[src/rtl/flash_read_ctrl.sv]
// Fetch stage: turns fetch edges into Avalon-MM flash reads and returns one 32-bit word per request.
// Optional next-word prefetch buffer is enabled with `define FLASH_PREFETCH_EN.
module flash_read_ctrl #(
  parameter int          ADDR_W   = 23,
  parameter logic [31:0] MAX_ADDR = 32'h7FFFF,
  parameter int          DATA_W   = 32
) (
  input  logic              clock,
  input  logic              reset_n,
  input  logic              fetch,
  input  logic [31:0]       address,
  output logic [DATA_W-1:0] data,
  output logic              data_valid,
  output logic              busy,
  output logic              flash_mem_read,
  input  logic              flash_mem_waitrequest,
  output logic [ADDR_W-1:0] flash_mem_address,
  output logic [3:0]        flash_mem_byteenable,
  input  logic [DATA_W-1:0] flash_mem_readdata,
  input  logic              flash_mem_readdatavalid
);
  localparam logic [ADDR_W-1:0] MAX_A = MAX_ADDR[ADDR_W-1:0];

  typedef enum logic [2:0] {
    IDLE    = 3'd0,
    REQ     = 3'd1,
    WAIT    = 3'd2,
    DONE    = 3'd3
`ifdef FLASH_PREFETCH_EN
    ,
    PF_REQ  = 3'd4,
    PF_WAIT = 3'd5
`endif
  } state_t;

  state_t            state_q, state_d;
  logic              fetch_q, req;
  logic              pend;
  logic [ADDR_W-1:0] pend_addr, cur_addr, addr_eff, go_addr;
  logic              accept, go, hit;

  assign req      = fetch & ~fetch_q;
  assign addr_eff = (address > MAX_ADDR) ? MAX_A : address[ADDR_W-1:0];

  // A new read may start from IDLE, or straight out of DONE; pending wins over a fresh edge.
  assign accept  = (state_q == IDLE) || (state_q == DONE);
  assign go      = accept & (pend | req);
  assign go_addr = pend ? pend_addr : addr_eff;

`ifdef FLASH_PREFETCH_EN
  logic              buf_vld;
  logic [DATA_W-1:0] pf_buf;
  logic [ADDR_W-1:0] nxt_addr;

  assign nxt_addr = (cur_addr == MAX_A) ? '0 : cur_addr + ADDR_W'(1);
  // cur_addr still names the buffered word while idle after a prefetch
  assign hit      = (state_q == IDLE) & buf_vld & (go_addr == cur_addr);

  always_ff @(posedge clock or negedge reset_n) begin
    if (!reset_n) begin
      buf_vld <= 1'b0;
      pf_buf  <= '0;
    end else if (state_q == PF_WAIT && flash_mem_readdatavalid) begin
      buf_vld <= 1'b1;
      pf_buf  <= flash_mem_readdata;
    end else if (go) begin
      buf_vld <= 1'b0;
    end
  end
`else
  assign hit = 1'b0;
`endif

  always_ff @(posedge clock or negedge reset_n) begin
    if (!reset_n) state_q <= IDLE;
    else          state_q <= state_d;
  end

  always_comb begin
    state_d = state_q;
    case (state_q)
      IDLE:    if (go) state_d = hit ? DONE : REQ;
      REQ:     if (!flash_mem_waitrequest) state_d = WAIT;
      WAIT:    if (flash_mem_readdatavalid) state_d = DONE;
      DONE:
`ifdef FLASH_PREFETCH_EN
               state_d = go ? REQ : PF_REQ;
      PF_REQ:  if (!flash_mem_waitrequest) state_d = PF_WAIT;
      PF_WAIT: if (flash_mem_readdatavalid) state_d = IDLE;
`else
               state_d = go ? REQ : IDLE;
`endif
      default: state_d = IDLE;
    endcase
  end

  always_comb begin
    flash_mem_read = 1'b0;
    data_valid     = 1'b0;
    busy           = 1'b0;
    case (state_q)
      REQ:     begin flash_mem_read = 1'b1; busy = 1'b1; end
      WAIT:    busy = 1'b1;
      DONE:    data_valid = 1'b1;
`ifdef FLASH_PREFETCH_EN
      PF_REQ:  begin flash_mem_read = 1'b1; busy = pend; end
      PF_WAIT: busy = pend;
`endif
      default: busy = pend;
    endcase
  end

  assign flash_mem_address    = cur_addr;
  assign flash_mem_byteenable = 4'b1111;

  always_ff @(posedge clock or negedge reset_n) begin
    if (!reset_n) begin
      fetch_q   <= 1'b0;
      pend      <= 1'b0;
      pend_addr <= '0;
      cur_addr  <= '0;
      data      <= '0;
    end else begin
      fetch_q <= fetch;
      // an edge that is not taken directly is parked; newest address overwrites
      if (req && !(go && !pend)) begin
        pend      <= 1'b1;
        pend_addr <= addr_eff;
      end else if (go) begin
        pend <= 1'b0;
      end
      if (go) cur_addr <= go_addr;
`ifdef FLASH_PREFETCH_EN
      else if (state_q == DONE) cur_addr <= nxt_addr;
      if (hit) data <= pf_buf;
`endif
      if (state_q == WAIT && flash_mem_readdatavalid) data <= flash_mem_readdata;
    end
  end
endmodule

[config.mk]
export PLATFORM = sky130hd
export DESIGN_NAME = flash_read_ctrl
export DESIGN_NICKNAME = d
export VERILOG_FILES = /design/src/rtl/flash_read_ctrl.sv
export SDC_FILE = /design/constraint.sdc
export NUM_CORES = 1
export LEC_CHECK = 0
export BUFFER_PORTS_ARGS = -buffer_cell sky130_fd_sc_hd__clkbuf_2
export CORE_UTILIZATION = 34
export DETAILED_ROUTE_END_ITERATION = 10
export GPL_TIMING_DRIVEN = 0
export SLEW_MARGIN = 20
export SYNTH_ARGS = -nofsm -noshare
export SYNTH_HDL_FRONTEND = slang
export SYNTH_SLANG_ARGS = --single-unit
[constraint.sdc]
create_clock -name clock -period 4 [get_ports clock]
set_input_delay 0.2 -clock clock [delete_from_list [all_inputs] [get_ports clock]]
set_output_delay 0.2 -clock clock [all_outputs]
set_load 0.02 [all_outputs]
==> results of run 1 <==
[state kept, by name, summed over array words and instances (netlist names)]
signal / flops
pend: 1
state_q: 2
fetch_q: 1
data: 32
flash_mem_address: 23
pend_addr: 23
[metal layers]
metal	up-vias	GRT usage
met1	1257	0.1922
li1	1257	-
met3	7	0.04241
met2	129	0.2499
met4	0	0.06044
met5	-	0
[final cells by class]
class,instances,share of cell area
Inverter,8,0.006778
Clock buffer,11,0.03191
Buffer,23,0.03304
Tap cell,133,0.03756
Multi-Input combinational cell,168,0.2700
Timing Repair Buffer,129,0.1536
Sequential cell,82,0.4631
Clock inverter,3,0.003954
[kinds of logic (layout without fill, tap and decap cells)]
kind of cell             Yosys count  in the layout
multiplexers                      34             34
other                              1              4
adder cells (fa/ha/maj)            4              4
buffers and inverters             31            174
AND/OR/NAND/NOR                   59             59
flip-flops                        82             82
AO/OA/AOI/OAI                     67             67
[worst register-to-register path: cells and delay by family, from the launching register on]
| family | cells | cell delay [ps] |
|---|---|---|
| buffers and inverters | 4 | 650 |
| DFF | 1 | 400 |
| AOI/OAI and AO/OA | 1 | 80 |
| adders and majority gates | 1 | 290 |
| and+or+nand+nor | 2 | 550 |
[where the power goes]
part / internal, mW / leakage, nW / total, mW / switching, mW
clock: 0.234 / 0.0810 / 0.507 / 0.273
sequential: 1.01 / 0.871 / 1.10 / 0.0867
combinational: 0.442 / 1.03 / 1.10 / 0.663
[repair_timing]
item                                   4_1_cts  5_1_grt
endpoints found under the hold margin       34        0
hold buffers                                 2        0
setup buffers                                0        0
[synthesized netlist by cell type]
cell type | count | area, um^2
and4_1 | 1 | 8.760
clkbuf_1 | 4 | 15.01
a211oi_1 | 1 | 7.510
inv_1 | 8 | 30.03
a21oi_4 | 1 | 16.27
nor2_2 | 1 | 6.260
nor4_1 | 1 | 6.260
nor2_1 | 31 | 116.4
buf_2 | 11 | 55.05
nand2_1 | 2 | 7.510
nand3_1 | 3 | 15.01
conb_1 | 1 | 3.750
nor2b_1 | 4 | 25.02
nor3_1 | 2 | 10.01
buf_4 | 6 | 45.04
a221o_1 | 1 | 10.01
nor2_4 | 10 | 112.6
o22ai_1 | 20 | 125.1
or4_4 | 1 | 11.26
mux2_2 | 34 | 382.9
a21oi_1 | 19 | 95.09
buf_6 | 1 | 11.26
a21o_1 | 1 | 7.510
buf_12 | 1 | 20.02
ha_1 | 4 | 50.05
dfrtp_1 | 82 | 2052
o21ai_0 | 3 | 15.01
a31oi_1 | 20 | 125.1
and3_1 | 1 | 6.260
a2bb2oi_1 | 1 | 8.760
nand2b_1 | 2 | 12.51
[worst max path at each step]
stage                           startpoint                                to  slack [ps]  depth (start not counted)
floorplan           state_q[0]$_DFFE_PN0P_            state_q[1]$_DFFE_PN0P_        2190                          6
global placement                   reset_n  flash_mem_address[5]$_DFFE_PN0P_        1910                          1
detailed placement  state_q[0]$_DFFE_PN0P_  flash_mem_address[0]$_DFFE_PN0P_        1940                          8
CTS                 state_q[0]$_DFFE_PN0P_  flash_mem_address[2]$_DFFE_PN0P_        1940                          8
global route        state_q[0]$_DFFE_PN0P_          pend_addr[6]$_DFFE_PN0P_        1750                          7
finish              state_q[0]$_DFFE_PN0P_  flash_mem_address[2]$_DFFE_PN0P_        1940                          8
==> metrics.csv, run 1 <==
metric,value,unit
row_count,36,
synth-simple-area-share,0.09897,
period_share,0.5161,
synth_mux_area_frac,0.1122,
setup_viol,0,
worst_pin_slew,540.4,ps
netlist_area,3413,um^2
drc,0,
cp.arrival,2290,ps
cap_violations,0,
reg2reg_slack,1940,ps
hold_ws,93.29,ps
fillers,974,
multi_input_area,1196,um^2
insertion_delay,340,ps
path_class,flip-flop to flip-flop,
power_density,611.9,nW/um^2
worstRegToRegCells,8,
synthXorXnorAreaFrac,0,
cts_buffer_depth,2,
dr.pass1.iters,4,
reg2reg_to,flash_mem_address[2]$_DFFE_PN0P_,
synth_top_family_by_area,compound AO/OA/AOI/OAI gates,
grt_pass1_vias,2625,
wl_met2,3.491,mm
syn2layout_area_growth,29.80,%
status,finished clean,
worst-path-max-fanout,10,
n_antenna_cell,0,
final_cell_mix,"clkbuf_2 (125), dfrtp_1 (82), mux2_2 (34)",
grt_pass1_wl,12.12,mm
post-route-util,0.4554,
fmax,484.4,MHz
dpl_worst_slack,1940,ps
yosys.cell_types.count,31,
wl_met3,621,um
syn_avg_cell_area,12.28,um^2
die_w,102.2,um
die_h,102.2,um
numCtsBuffers,9,
fin_cells,557,
track_usage,0.1528,
slew_headroom,0.6398,
rsz0062_at_grt,false,
antenna_left,0,
drive_gt1_frac,0.4858,
placed_cells_incl_taps,541,
ys_warn_count,0,
wl_met1,3.424,mm
grt_max_degree,50,
worst_path_max_delay_cell,dfrtp_1,
min_to,data[2]$_DFFE_PN0P_,
required,4220,ps
setup_tns,0,ps
highest_layer,met4,
ys_seq_area_frac,0.6012,
power,2.711,mW
synthAdderAreaFrac,0.01466,
fp.coreArea,9729,um^2
rr_startpoint,state_q[0]$_DFFE_PN0P_,
gp_congestion,0.7568,
cp_num_buf_inv,4,
clock-sinks,82,
regArea,2052,um^2
start_util,0.3508,
min_path_cells,2,
hold_viol,0,
hold_path_class,input port to flip-flop,
critPathMaxStageDelay,400,ps
synth_compound_area_frac,0.1202,
die_area,10440,um^2
antenna_found_initial,0,
hpwl,5.631,mm
placed_area,4252,um^2
fin_area,4431,um^2
crit_path_start_kind,flip-flop,
synthCells,278,
io_pins,131,
vias,2650,
cts-root-buf,clkbuf_8,
cts_tree,built,
hp-start,flash_mem_readdata[2],
synth_seq_cells,82,
port_buffers,126,
routed_via_density,4.758,
finalClockSkew,8.611,ps
cp_common_cell,buf_4,
end_kind,flip-flop,
overflow,0,
drv_slew,0,
critical_path.top_delay_family,buffers and inverters,
first_iter_violations,66,
period_minus_slack,2065,ps
ir_drop,0.2221,mV
post_drt_wl_per_cell,13.70,um
clk_pin_slew_worst_paths,70,ps
nets,494,
crit_chain,inv_1 > ha_1 > buf_2 > nor3_1 > and4_1 > buf_4 > buf_4 > a21oi_1,
ctsResizeCount,0,
p_leak,1.986,nW
layout_commonest_cell,clkbuf_2,
cts-htree-levels,3,
worst_slack,1935,ps
routed_wl,7.633,mm
(Power assumes the default switching activity.)
==> run 2, diff against run 1 <==
Clock period 4 ns to 1.7 ns, I/O delays scaled along.
==> run 2 against run 1 <==
Net effect: the flow now finishes with violations (negative setup slack); count of clock-buffer cells in the layout is 1 lower; fmax increased by 18%; flip-flop and latch count unchanged; cell count up 7.0%; highest routed layer unchanged; clock skew rose by 2.0 ps; first-iteration DRC count increased by 76%; utilization grew 5.2 points; largest power group is now combinational logic; global-route usage up 1.4 points.
==> metrics.csv, run 2 (same netlist as run 1, synthesis figures left out) <==
metric,value,unit,change
rsz0062_at_grt,true,,was false
worst_slack,-53.20,ps,was 1935 ps
finalClockSkew,10.61,ps,was 8.611 ps
netSwitchingFraction,0.3560,,was 0.3770
layout_commonest_cell,clkbuf_2,,unchanged
die_w,102.2,um,unchanged
track_usage,0.1665,,was 0.1528
largest_register,data,,unchanged
drc,0,,unchanged
die_h,102.2,um,unchanged
fin_area,4940,um^2,was 4431 um^2
fp.coreArea,9729,um^2,unchanged
intPower,4.639,mW,was 1.689 mW
grt_max_degree,43,,was 50
p_seq_frac,0.361,,was 0.406
clk_pin_slew_worst_paths,90,ps,was 70 ps
fillers,895,,was 974
multi_input_area,1236,um^2,was 1196 um^2
start_util,0.3508,,unchanged
nets,531,,was 494
gp_congestion,0.7107,,was 0.7568
fmax,570.4,MHz,was 484.4 MHz
power.share.combinational,0.405,,was 0.407
insertion_delay,340,ps,about the same
slew_headroom,0.6148,,was 0.6398
period_minus_slack,1753,ps,was 2065 ps
power_density,1458,nW/um^2,was 611.9 nW/um^2
cp.arrival,1980,ps,was 2290 ps
period_share,1.031,,was 0.5161
regArea,2052,um^2,unchanged
cts-htree-levels,3,,unchanged
io_pins,131,,unchanged
end_kind,flip-flop,,unchanged
port_buffers,126,,unchanged
hold_path_class,input port to flip-flop,,unchanged
final_cell_mix,"clkbuf_2 (128), dfrtp_1 (82), mux2_2 (34), dlygate4sd3_1 (34), nor2_1 (31)",,"was clkbuf_2 (125), dfrtp_1 (82), mux2_2 (34)"
drv_slew,0,,unchanged
syn2layout_area_growth,44.72,%,was 29.80%
crit_path_start_kind,flip-flop,,unchanged
setup_viol,1,,was 0
cts_tree,built,,unchanged
dpl_worst_slack,-226.5,ps,was 1940 ps
routed_wl,8.579,mm,was 7.633 mm
dr.pass1.iters,4,,unchanged
grt_pass1_wl,13.28,mm,was 12.12 mm
drive_gt1_frac,0.4838,,was 0.4858
hold_viol,0,,unchanged
die_area,10440,um^2,unchanged
placed_area,4250,um^2,was 4252 um^2
n_antenna_cell,0,,unchanged
cap_violations,0,,unchanged
overflow,0,,unchanged
worst_pin_slew,577.9,ps,was 540.4 ps
violations,negative setup slack,,
hpwl,5.722,mm,was 5.631 mm
post_drt_wl_per_cell,14.39,um,was 13.70 um
required,1930,ps,was 4220 ps
worst-path-max-fanout,3,,was 10
power.switching,2.564,mW,was 1.022 mW
vias,2757,,was 2650
cts_buffer_depth,2,,unchanged
setup_tns,-53.20,ps,was 0 ps
ir_drop,0.5830,mV,was 0.2221 mV
antenna_left,0,,unchanged
grt_pass1_vias,2788,,was 2625
first_iter_violations,116,,was 66
p_leak,2.194,nW,was 1.986 nW
path_class,flip-flop to flip-flop,,unchanged
routed_via_density,4.626,,was 4.758
row_count,36,,unchanged
cts-root-buf,clkbuf_8,,unchanged
clock-sinks,82,,unchanged
status,finished with violations,,was finished clean
largest_register_ffs,32,,unchanged
numCtsBuffers,9,,unchanged
clockPowerShare,0.234,,was 0.187
antenna_found_initial,0,,unchanged
==> run 2: cell types whose count changed in the layout (fill, tap and decap cells not counted), sizes merged <==
cell / change
clkbuf: +1
bufinv: +3
buf: +3
dlygate4sd3: +32
==> run 2: final timing paths <==
check / slack (ps) / cells after the start / startpoint / endpoint
worst max-delay path: -50 / 6 / state_q[1]$_DFFE_PN0P_ / state_q[1]$_DFFE_PN0P_
worst min-delay path: 20 / 3 / address[13] / flash_mem_address[13]$_DFFE_PN0P_
worst max register to register: -50 / 6 / state_q[1]$_DFFE_PN0P_ / state_q[1]$_DFFE_PN0P_
worst min register to register: 500 / 2 / pend_addr[22]$_DFFE_PN0P_ / pend_addr[22]$_DFFE_PN0P_
max in group asynchronous: 780 / 3 / reset_n / flash_mem_address[7]$_DFFE_PN0P_
min in group asynchronous: 300 / 2 / reset_n / data[30]$_DFFE_PN0P_
==> run 2: power by group through the flow <==
stage	registers (mW)	clock network, mW	logic [mW]
floorplan	3.12	0	1.28
global placement	2.61	0	2.60
detailed placement	2.64	0	2.64
CTS	2.59	1.75	2.86
global route	2.65	1.83	3.17
finish	2.60	1.68	2.92
==> run 2: stage by stage <==
stage	power (mW)	cells	util	hold slack, ps
after floorplan	4.399	281	-	-210.6
after global placement	5.216	540	0.4345	212.1
after detailed placement	5.281	541	0.4369	151.1
after CTS	7.195	594	0.5030	2.679
after global routing	7.654	596	0.5077	10.39
final	7.203	596	0.5077	23.51
==> run 2: area by class of cell <==
type / count / share of cell area
inverter: 8 / 0.006079
clock buffer: 10 / 0.02584
buffer: 22 / 0.03445
sequential: 82 / 0.4154
tap: 133 / 0.03369
multi-input combinational: 168 / 0.2503
clock inverter: 6 / 0.02330
timing repair buffer: 167 / 0.2110
==> run 2: timing repair <==
item                       CTS  global route
pin swaps                    1             0
buffers inserted             4             2
setup endpoints to repair   47            45
hold buffers                34             0
resized for setup           11            15
hold endpoints to repair    74             0
==> run 2: worst max-delay path, stage by stage, from the launching register on <==
cell     delay, ps
dfrtp_1        420
buf_6          140
ha_4           150
nor2b_1        120
a221o_1        280
a31oi_2        190
mux2_2         350
==> run 2: layer usage <==
layer  GRT usage  vias up  wire length (um)
li1            -     1333                 -
met1      0.2089     1303              3780
met2      0.2793      114              4091
met3     0.04583        7               615
met4     0.05165        0                90
met5           0        -                 0
==> run 3, diff against run 2 <==
Settings changed: CTS_CLUSTER_SIZE set to 28, SETUP_SLACK_MARGIN set to 0.5.
==> run 3 against run 2 <==
Net effect: the flow still finishes with violations (negative setup slack); fmax down 2.5%; first-iteration DRC count down 24%; register-to-register slack got worse by 50 ps; sequential share of layout area is 3.7 points lower; combinational power grew 34%; critical path depth stayed put; clock power shrank 21%; power rose by 8.8%; flip-flop and latch count is the same; non-clock buffer count grew 20; critical endpoint unchanged.
==> metrics.csv, run 3 (same netlist as run 1, synthesis figures left out) <==
metric,value,unit,change
status,finished with violations,,unchanged
violations,negative setup slack,,unchanged
rsz0062_at_grt,true,,unchanged
die_h,102.2,um,unchanged
reg2reg_to,state_q[1]$_DFFE_PN0P_,,unchanged
p_leak,2.368,nW,was 2.194 nW
ir_drop,0.7931,mV,was 0.5830 mV
routed_via_density,4.706,,was 4.626
nets,551,,was 531
power,7.835,mW,was 7.203 mW
syn2layout_area_growth,58.91,%,was 44.72%
drc,0,,unchanged
fin_area,5424,um^2,was 4940 um^2
routed_wl,9.128,mm,was 8.579 mm
io_pins,131,,unchanged
cts_buffer_depth,2,,unchanged
hold_viol,0,,unchanged
numCtsBuffers,9,,unchanged
start_util,0.3508,,unchanged
cts-root-buf,clkbuf_8,,unchanged
cp.arrival,2020,ps,was 1980 ps
drive_gt1_frac,0.5797,,was 0.4838
worst_pin_slew,553.5,ps,was 577.9 ps
clk_pin_slew_worst_paths,90,ps,about the same
dr.pass1.iters,4,,unchanged
cts-htree-levels,3,,unchanged
worstRegToRegCells,6,,unchanged
grt_pass1_vias,2870,,was 2788
worst-path-max-fanout,6,,was 3
first_iter_violations,88,,was 116
row_count,36,,unchanged
dpl_worst_slack,-234.9,ps,was -226.5 ps
grt_pass1_wl,14.00,mm,was 13.28 mm
critPathCapture,state_q[1]$_DFFE_PN0P_,,unchanged
placed_area,4335,um^2,was 4250 um^2
fp.coreArea,9729,um^2,unchanged
path_class,flip-flop to flip-flop,,unchanged
post_drt_wl_per_cell,14.82,um,was 14.39 um
crit_path_start_kind,flip-flop,,unchanged
overflow,0,,unchanged
gp_congestion,0.6967,,was 0.7107
rr_startpoint,state_q[0]$_DFFE_PN0P_,,was state_q[1]$_DFFE_PN0P_
end_kind,flip-flop,,unchanged
power_density,1445,nW/um^2,was 1458 nW/um^2
slew_headroom,0.6310,,was 0.6148
cts_tree,built,,unchanged
antenna_found_initial,0,,unchanged
reg2reg_slack,-100,ps,was -50 ps
required,1930,ps,about the same
finalClockSkew,7.658,ps,was 10.61 ps
clock-sinks,82,,unchanged
insertion_delay,340,ps,about the same
n_antenna_cell,0,,unchanged
setup_viol,17,,was 1
vias,2899,,was 2757
regArea,2052,um^2,unchanged
hpwl,5.528,mm,was 5.722 mm
cap_violations,0,,unchanged
period_share,1.058,,was 1.031
die_area,10440,um^2,unchanged
multi_input_area,1406,um^2,was 1236 um^2
port_buffers,126,,unchanged
drv_slew,0,,unchanged
fillers,867,,was 895
track_usage,0.1758,,was 0.1665
die_w,102.2,um,unchanged
layout_commonest_cell,clkbuf_2,,unchanged
largest_register_ffs,32,,unchanged
largest_register,data,,unchanged
fmax,556.0,MHz,was 570.4 MHz
grt_max_degree,46,,was 43
final_cell_mix,"clkbuf_2 (122), dfrtp_1 (82), dlygate4sd3_1 (34)",,"was clkbuf_2 (128), dfrtp_1 (82), mux2_2 (34), dlygate4sd3_1 (34), nor2_1 (31)"
worst_slack,-98.66,ps,was -53.20 ps
antenna_left,0,,unchanged
period_minus_slack,1799,ps,was 1753 ps
hp-start,address[0],,was address[13]
startpoint,state_q[0]$_DFFE_PN0P_,,was state_q[1]$_DFFE_PN0P_
hold_path_class,input port to flip-flop,,unchanged
setup_tns,-402.1,ps,was -53.20 ps
post-route-util,0.5575,,was 0.5077
-- run 3: routing by layer --
metal	routed length, um	global-route usage	vias to the layer above	share of wire
met4	162	0.07253	0	0.018
met2	4726	0.3015	84	0.52
met3	354	0.02257	18	0.039
met5	0	0	-	0
met1	3885	0.2246	1419	0.43
li1	-	-	1378	-
-- run 3: per-stage QoR --
stage | std cells | hold slack, ps
after detailed placement | 541 | 131.7
after CTS | 613 | 2.452
after global placement | 540 | 217.5
after floorplan | 281 | -210.6
after global routing | 616 | 19.65
final | 616 | 26.28
-- run 3: cell type report --
cell class / count / area share
buffer: 23 / 0.04983
clock inverter: 5 / 0.007151
multi-input combinational: 168 / 0.2593
timing repair buffer: 186 / 0.2413
tap: 133 / 0.03068
clock buffer: 11 / 0.02791
sequential: 82 / 0.3783
inverter: 8 / 0.005536
-- run 3: worst max-delay path, cell delays in order (launching register included) --
cell	delay [ps]
dfrtp_1	410
inv_2	90
ha_4	190
buf_6	120
a221o_1	360
a31oi_4	200
mux2_4	320
-- run 3: how the worst min path moves through the flow --
stage / cells past startpoint / to / slack (ps)
floorplan: 0 / data[0]$_DFFE_PN0P_ / -210
global placement: 1 / fetch_q$_DFF_PN0_ / 220
detailed placement: 1 / data[13]$_DFFE_PN0P_ / 130
CTS: 3 / pend_addr[0]$_DFFE_PN0P_ / 2
global route: 3 / flash_mem_address[10]$_DFFE_PN0P_ / 20
finish: 3 / pend_addr[0]$_DFFE_PN0P_ / 30
-- run 3: power breakdown --
part | switching (mW) | internal, mW | leakage (nW)
Combinational | 1.97 | 1.94 | 1.41
Sequential | 0.207 | 2.38 | 0.871
Clock | 0.720 | 0.613 | 0.0838
Total | 2.90 | 4.94 | 2.37
-- run 3: repair_timing --
item                                   CTS  global route
pin swaps                               13             5
setup endpoints to repair               84            84
cloned                                   7             1
hold buffers                            34             0
gates resized for setup                 52            26
setup buffers                           15             2
endpoints found under the hold margin   70             0
